## src/rtl/imem_loader.sv

```systemverilog
// Instruction-memory loader: assembles a length-prefixed little-endian byte stream into
// word writes at byte addresses 0, 4, 8, ... Optional trailing XOR checksum: IMEM_LOADER_CHECKSUM_EN.
module imem_loader #(
  parameter int unsigned DEPTH = 32
) (
  input  logic        clk,
  input  logic        rst,
  input  logic        start,
  input  logic        byte_valid,
  input  logic [7:0]  byte_data,
  output logic        byte_ready,
  output logic        wr_en,
  output logic [31:0] wr_addr,
  output logic [31:0] wr_data,
  output logic        busy,
  output logic        done,
  output logic        err,
  output logic        cpu_hold
);

  typedef enum logic [2:0] {
    StIdle,
    StLen,
    StData,
    StWrite,
`ifdef IMEM_LOADER_CHECKSUM_EN
    StChk,
`endif
    StDone
  } state_e;

  localparam logic [8:0] DepthW = 9'(DEPTH);

  state_e      state_q, state_d;
  logic [7:0]  n_q, n_d;
  logic [8:0]  word_cnt_q, word_cnt_d;
  logic [1:0]  byte_cnt_q, byte_cnt_d;
  logic        wr_en_q, wr_en_d;
  logic [31:0] wr_addr_q, wr_addr_d;
  logic [31:0] wr_data_q, wr_data_d;
  logic        busy_q, busy_d;
  logic        done_q, done_d;
  logic        err_q, err_d;
  logic        cpu_hold_q, cpu_hold_d;
`ifdef IMEM_LOADER_CHECKSUM_EN
  logic [7:0]  xor_q, xor_d;
`endif
  logic        xfer;

`ifdef IMEM_LOADER_CHECKSUM_EN
  assign byte_ready = (state_q == StLen) || (state_q == StData) || (state_q == StChk);
`else
  assign byte_ready = (state_q == StLen) || (state_q == StData);
`endif
  assign xfer = byte_valid & byte_ready;

  always_comb begin
    state_d    = state_q;
    n_d        = n_q;
    word_cnt_d = word_cnt_q;
    byte_cnt_d = byte_cnt_q;
    wr_data_d  = wr_data_q;
    err_d      = err_q;
`ifdef IMEM_LOADER_CHECKSUM_EN
    xor_d      = xor_q;
`endif
    unique case (state_q)
      StIdle: if (start) state_d = StLen;
      StLen: begin
        if (xfer) begin
          n_d = byte_data;
          if (byte_data == 8'd0 || {1'b0, byte_data} > DepthW) begin
            err_d   = 1'b1;
            state_d = StDone;
          end else begin
            word_cnt_d = '0;
            byte_cnt_d = '0;
`ifdef IMEM_LOADER_CHECKSUM_EN
            xor_d      = '0;
`endif
            state_d    = StData;
          end
        end
      end
      StData: begin
        if (xfer) begin
          wr_data_d[8*byte_cnt_q +: 8] = byte_data;
          byte_cnt_d = byte_cnt_q + 2'd1;
`ifdef IMEM_LOADER_CHECKSUM_EN
          xor_d = xor_q ^ byte_data;
`endif
          if (byte_cnt_q == 2'd3) state_d = StWrite;
        end
      end
      StWrite: begin
        word_cnt_d = word_cnt_q + 9'd1;
        if (word_cnt_d == {1'b0, n_q}) begin
`ifdef IMEM_LOADER_CHECKSUM_EN
          state_d = StChk;
`else
          state_d = StDone;
`endif
        end else begin
          state_d = StData;
        end
      end
`ifdef IMEM_LOADER_CHECKSUM_EN
      StChk: begin
        if (xfer) begin
          err_d   = (byte_data != xor_q);
          state_d = StDone;
        end
      end
`endif
      StDone: begin
        if (start) begin
          err_d   = 1'b0;
          state_d = StLen;
        end
      end
      default: state_d = StIdle;
    endcase

    // Registered outputs are decoded from the next state so they line up with it.
    wr_en_d    = (state_d == StWrite);
    busy_d     = (state_d != StIdle) && (state_d != StDone);
    done_d     = (state_d == StDone);
    cpu_hold_d = !(done_d && !err_d);
    wr_addr_d  = {21'd0, word_cnt_d, 2'b00};
  end

  always_ff @(posedge clk) begin
    if (rst) begin
      state_q    <= StIdle;
      n_q        <= '0;
      word_cnt_q <= '0;
      byte_cnt_q <= '0;
      wr_en_q    <= 1'b0;
      wr_addr_q  <= '0;
      wr_data_q  <= '0;
      busy_q     <= 1'b0;
      done_q     <= 1'b0;
      err_q      <= 1'b0;
      cpu_hold_q <= 1'b1;
`ifdef IMEM_LOADER_CHECKSUM_EN
      xor_q      <= '0;
`endif
    end else begin
      state_q    <= state_d;
      n_q        <= n_d;
      word_cnt_q <= word_cnt_d;
      byte_cnt_q <= byte_cnt_d;
      wr_en_q    <= wr_en_d;
      wr_addr_q  <= wr_addr_d;
      wr_data_q  <= wr_data_d;
      busy_q     <= busy_d;
      done_q     <= done_d;
      err_q      <= err_d;
      cpu_hold_q <= cpu_hold_d;
`ifdef IMEM_LOADER_CHECKSUM_EN
      xor_q      <= xor_d;
`endif
    end
  end

  assign wr_en    = wr_en_q;
  assign wr_addr  = wr_addr_q;
  assign wr_data  = wr_data_q;
  assign busy     = busy_q;
  assign done     = done_q;
  assign err      = err_q;
  assign cpu_hold = cpu_hold_q;

endmodule

```

## config.mk

```make
export PLATFORM = sky130hd
export DESIGN_NAME = imem_loader
export DESIGN_NICKNAME = d
export VERILOG_FILES = /design/src/rtl/imem_loader.sv
export SDC_FILE = /design/constraint.sdc
export NUM_CORES = 1
export LEC_CHECK = 0
export CAP_MARGIN = 20
export CORE_MARGIN = 2
export CORE_UTILIZATION = 43
export DETAILED_ROUTE_END_ITERATION = 10
export HOLD_SLACK_MARGIN = 0.15
export PLACE_DENSITY_LB_ADDON = 0.25
export SLEW_MARGIN = 5
export SYNTH_ARGS = -nofsm -noshare
export SYNTH_HDL_FRONTEND = slang
export SYNTH_SLANG_ARGS = --single-unit
```

## constraint.sdc

```tcl
create_clock -name clk -period 1.8 [get_ports clk]
set_input_delay 0.36 -clock clk [delete_from_list [all_inputs] [get_ports clk]]
set_output_delay 0.36 -clock clk [all_outputs]
set_load 0.01 [all_outputs]
```

==> metrics.cfg <==
[sta]
setup_viol=0
fin_crit_ns=1.75
setup_slack_ns=0.0454
timing.final.crit_share_pct=97.5
fmax_ghz=0.570
slew_violations=0
fin_tns_setup_ns=0
fin_skew_ns=0.00983
hold_viol_final=0
fin_hold_ws_ns=0.413
rsz0062_at_grt=yes

[logic_synthesis]
synth_compound_area_share_pct=19.9
synth_top_area_share_pct=39.9
synth.area.top_cells=dfxtp_1, a21oi_1, nand2_1
synth_top_family_by_area=simple AND/OR/NAND/NOR gates
yosys.area_share.adder_pct=2.96
synth_xor_area_share_pct=2.37
synth_seq_cells=59
syn_area_per_cell_um2=7.94
ys.warnings.count=0
synth_seq_area_share_pct=39.9
synth_area_leader_cell=dfxtp_1
synthesis.area_um2=2960
synthMuxAreaShare_pct=0
synth_cell_types=49
synthSimpleGateAreaFrac_pct=25.6
netlist_instances=373

[cells_and_area]
nets=483
antenna_cells=0
fin_cells=549
finish.utilization_pct=60.7
filler_cell_count=597
area_growth_pct=37.7
drive_gt1_share_pct=18.8

[cts]
cts_root_buffer=clkbuf_8
clockBufferDepth=2
insertion_delay_ns=0.34
cts_tree=yes
clock-sinks=59
cts.htree.levels=3
cts.clk_slew.worst_paths_ns=0.07
cts_buffers=9

[drt]
drt_wl_total_um=7770
drt_first_pass_iters=5
via_per_inst=5.36
drc=0
ant_nets=0
post_drt_wl_per_cell_um=14.2
num_vias=2942
drt_iter0_drc=136

[power_and_ir_drop]
power_density_nw_per_um2=650
intPower_mw=1.93
power_switching_share_pct=27.4
p_seq_share_pct=50.3
clock_power_share_pct=40.8
power.switching_mw=0.725
vdd.ir_drop.worst_mv=0.432
leakage_nw=1.48
combPwrFrac_pct=8.8

[worst_setup_path]
arrival_ns=2.01
startpoint_type=input pin
endpoint_kind=register
critical_path_class=input pin to register
required_ns=2.06
cp_max_fo=6

[floorplanning]
core_um2=6720
ioPinCount=82
die_x_um=87.0
start_util_pct=44.1
die_y_um=87.0
dieArea_um2=7560
num_rows=30

[grt]
overflow=0
grt_pass1_wl_um=12900
first_global_vias=2727
grt.total_usage_pct=21.5
antenna_found_initial=0
grt_max_degree=30

[outcome]
status=finished clean

[placed_design]
pre_cts_ws_ns=-0.733
place_hpwl_um=5550
portBuffers=58
dp_cells=532
routabilityCongestion=0.884

[flow_run]
max-cap-violations=0

[hold_path]
worstHoldPathType=input pin to register

## routing by layer
metal  vias to the layer above  GRT usage [%]  part of all wire, %
li1                       1455              -                    -
met1                      1359           28.5                   46
met2                       112           33.2                   45
met3                        16           5.69                  6.9
met4                         0           8.66                  2.2
met5                         -              0                    0
## final timing paths
| check | startpoint | end | slack, ns | cells after the start |
|---|---|---|---|---|
| setup / recovery | byte_data[0] | busy$_SDFF_PP0_ | 0.05 | 6 |
| hold / removal | rst | err$_SDFF_PP0_ | 0.41 | 2 |
| setup reg to reg | wr_addr[2]$_SDFFE_PP0P_ | state_q[1]$_SDFF_PP0_ | 0.06 | 8 |
| hold reg to reg | wr_data[7]$_SDFFE_PP0P_ | wr_data[7]$_SDFFE_PP0P_ | 0.45 | 2 |
## cell type report
cell class | instances | area [um^2] | area share (%)
Inverter | 4 | 15.0 | 0.368
Clock inverter | 7 | 53.8 | 1.32
Multi-Input combinational cell | 289 | 1680 | 41.2
Timing Repair Buffer | 101 | 913 | 22.4
Sequential cell | 59 | 1190 | 29.2
Clock buffer | 9 | 124 | 3.04
Tap cell | 80 | 100 | 2.46
## power by group through the flow
stage / Combinational, mW / Clock [mW] / Sequential [mW]
after floorplan: 0.148 / 0 / 1.36
final: 0.234 / 1.08 / 1.33
after global placement: 0.226 / 0 / 1.36
after global routing: 0.257 / 1.17 / 1.34
after CTS: 0.227 / 1.09 / 1.33
after detailed placement: 0.229 / 0 / 1.36
## synth_stat cells (all sizes together)
| library cell | n |
|---|---|
| and2 | 8 |
| buf | 25 |
| a21oi | 52 |
| and3 | 2 |
| a221oi | 1 |
| o32a | 1 |
| nor3 | 5 |
| dfxtp | 59 |
| or4 | 1 |
| a21bo | 1 |
| nand4 | 1 |
| or3 | 4 |
| a31oi | 2 |
| nor4b | 2 |
| nor3b | 3 |
| a32oi | 2 |
| clkbuf | 18 |
| o21ba | 1 |
| nand2b | 5 |
| nor2b | 2 |
| a311oi | 6 |
| o21ai | 6 |
| nand4b | 1 |
| xnor2 | 3 |
| inv | 4 |
| a41oi | 2 |
| nand2 | 63 |
| nor4 | 3 |
| or3b | 1 |
| o22ai | 1 |
| nand3 | 40 |
| a21o | 5 |
| xor2 | 5 |
| ha | 7 |
| nand3b | 2 |
| conb | 1 |
| a22oi | 2 |
| o21a | 2 |
| o211ai | 3 |
| a211oi | 6 |
| o32ai | 1 |
| nor2 | 14 |
## kinds of logic (layout without fill, tap and decap cells)
logic type | count (synthesis) | in the layout
fa+ha+maj | 7 | 7
compound gates | 94 | 94
other cells | 1 | 23
buf+inv | 47 | 121
flops | 59 | 59
xor+xnor | 8 | 8
simple gates | 157 | 157
## through the flow
| step | power [mW] | cell area (um^2) |
|---|---|---|
| final | 2.65 | 4080 |
| after global routing | 2.76 | 4080 |
| after CTS | 2.65 | 4010 |
| after detailed placement | 1.59 | 3810 |
| after global placement | 1.59 | 3810 |
| after floorplan | 1.51 | 3060 |
## repair_timing
| action | 4_1_cts | 5_1_grt |
|---|---|---|
| pin swaps | 4 | 4 |
| setup buffers | 0 | 1 |
| resized for setup | 18 | 17 |
| hold endpoints to repair | 0 | 0 |
| hold buffers | 0 | 0 |
| endpoints found under the setup margin | 21 | 14 |
## cell usage in the layout, fill, tap and decap left out, types with 7 or more instances in the layout
| master | Yosys | layout |
|---|---|---|
| clkdlybuf4s50_1 | 0 | 48 |
| buf_4 | 23 | 40 |
| dfxtp_1 | 59 | 53 |
| nor2_1 | 14 | 13 |
| conb_1 | 1 | 23 |
| nand2_1 | 62 | 62 |
| clkbuf_8 | 0 | 9 |
| nand3_1 | 39 | 39 |
| a21oi_1 | 51 | 51 |
| and2_1 | 8 | 7 |
## worst max-delay path, stage by stage
cell           delay [ns]
dlygate4sd2_1        0.25
or4_4                0.49
or3_4                0.41
a21oi_2              0.20
nor3_1               0.08
a211oi_2             0.22
## flip-flops by register name, indices dropped and copies added, names as in the netlist
signal      cells
wr_en           1
byte_cnt_q      2
busy            1
state_q         3
wr_data        32
done            1
cpu_hold        1
err             1
n_q             8
wr_addr         9
Power figures use the tool's default switching activity.
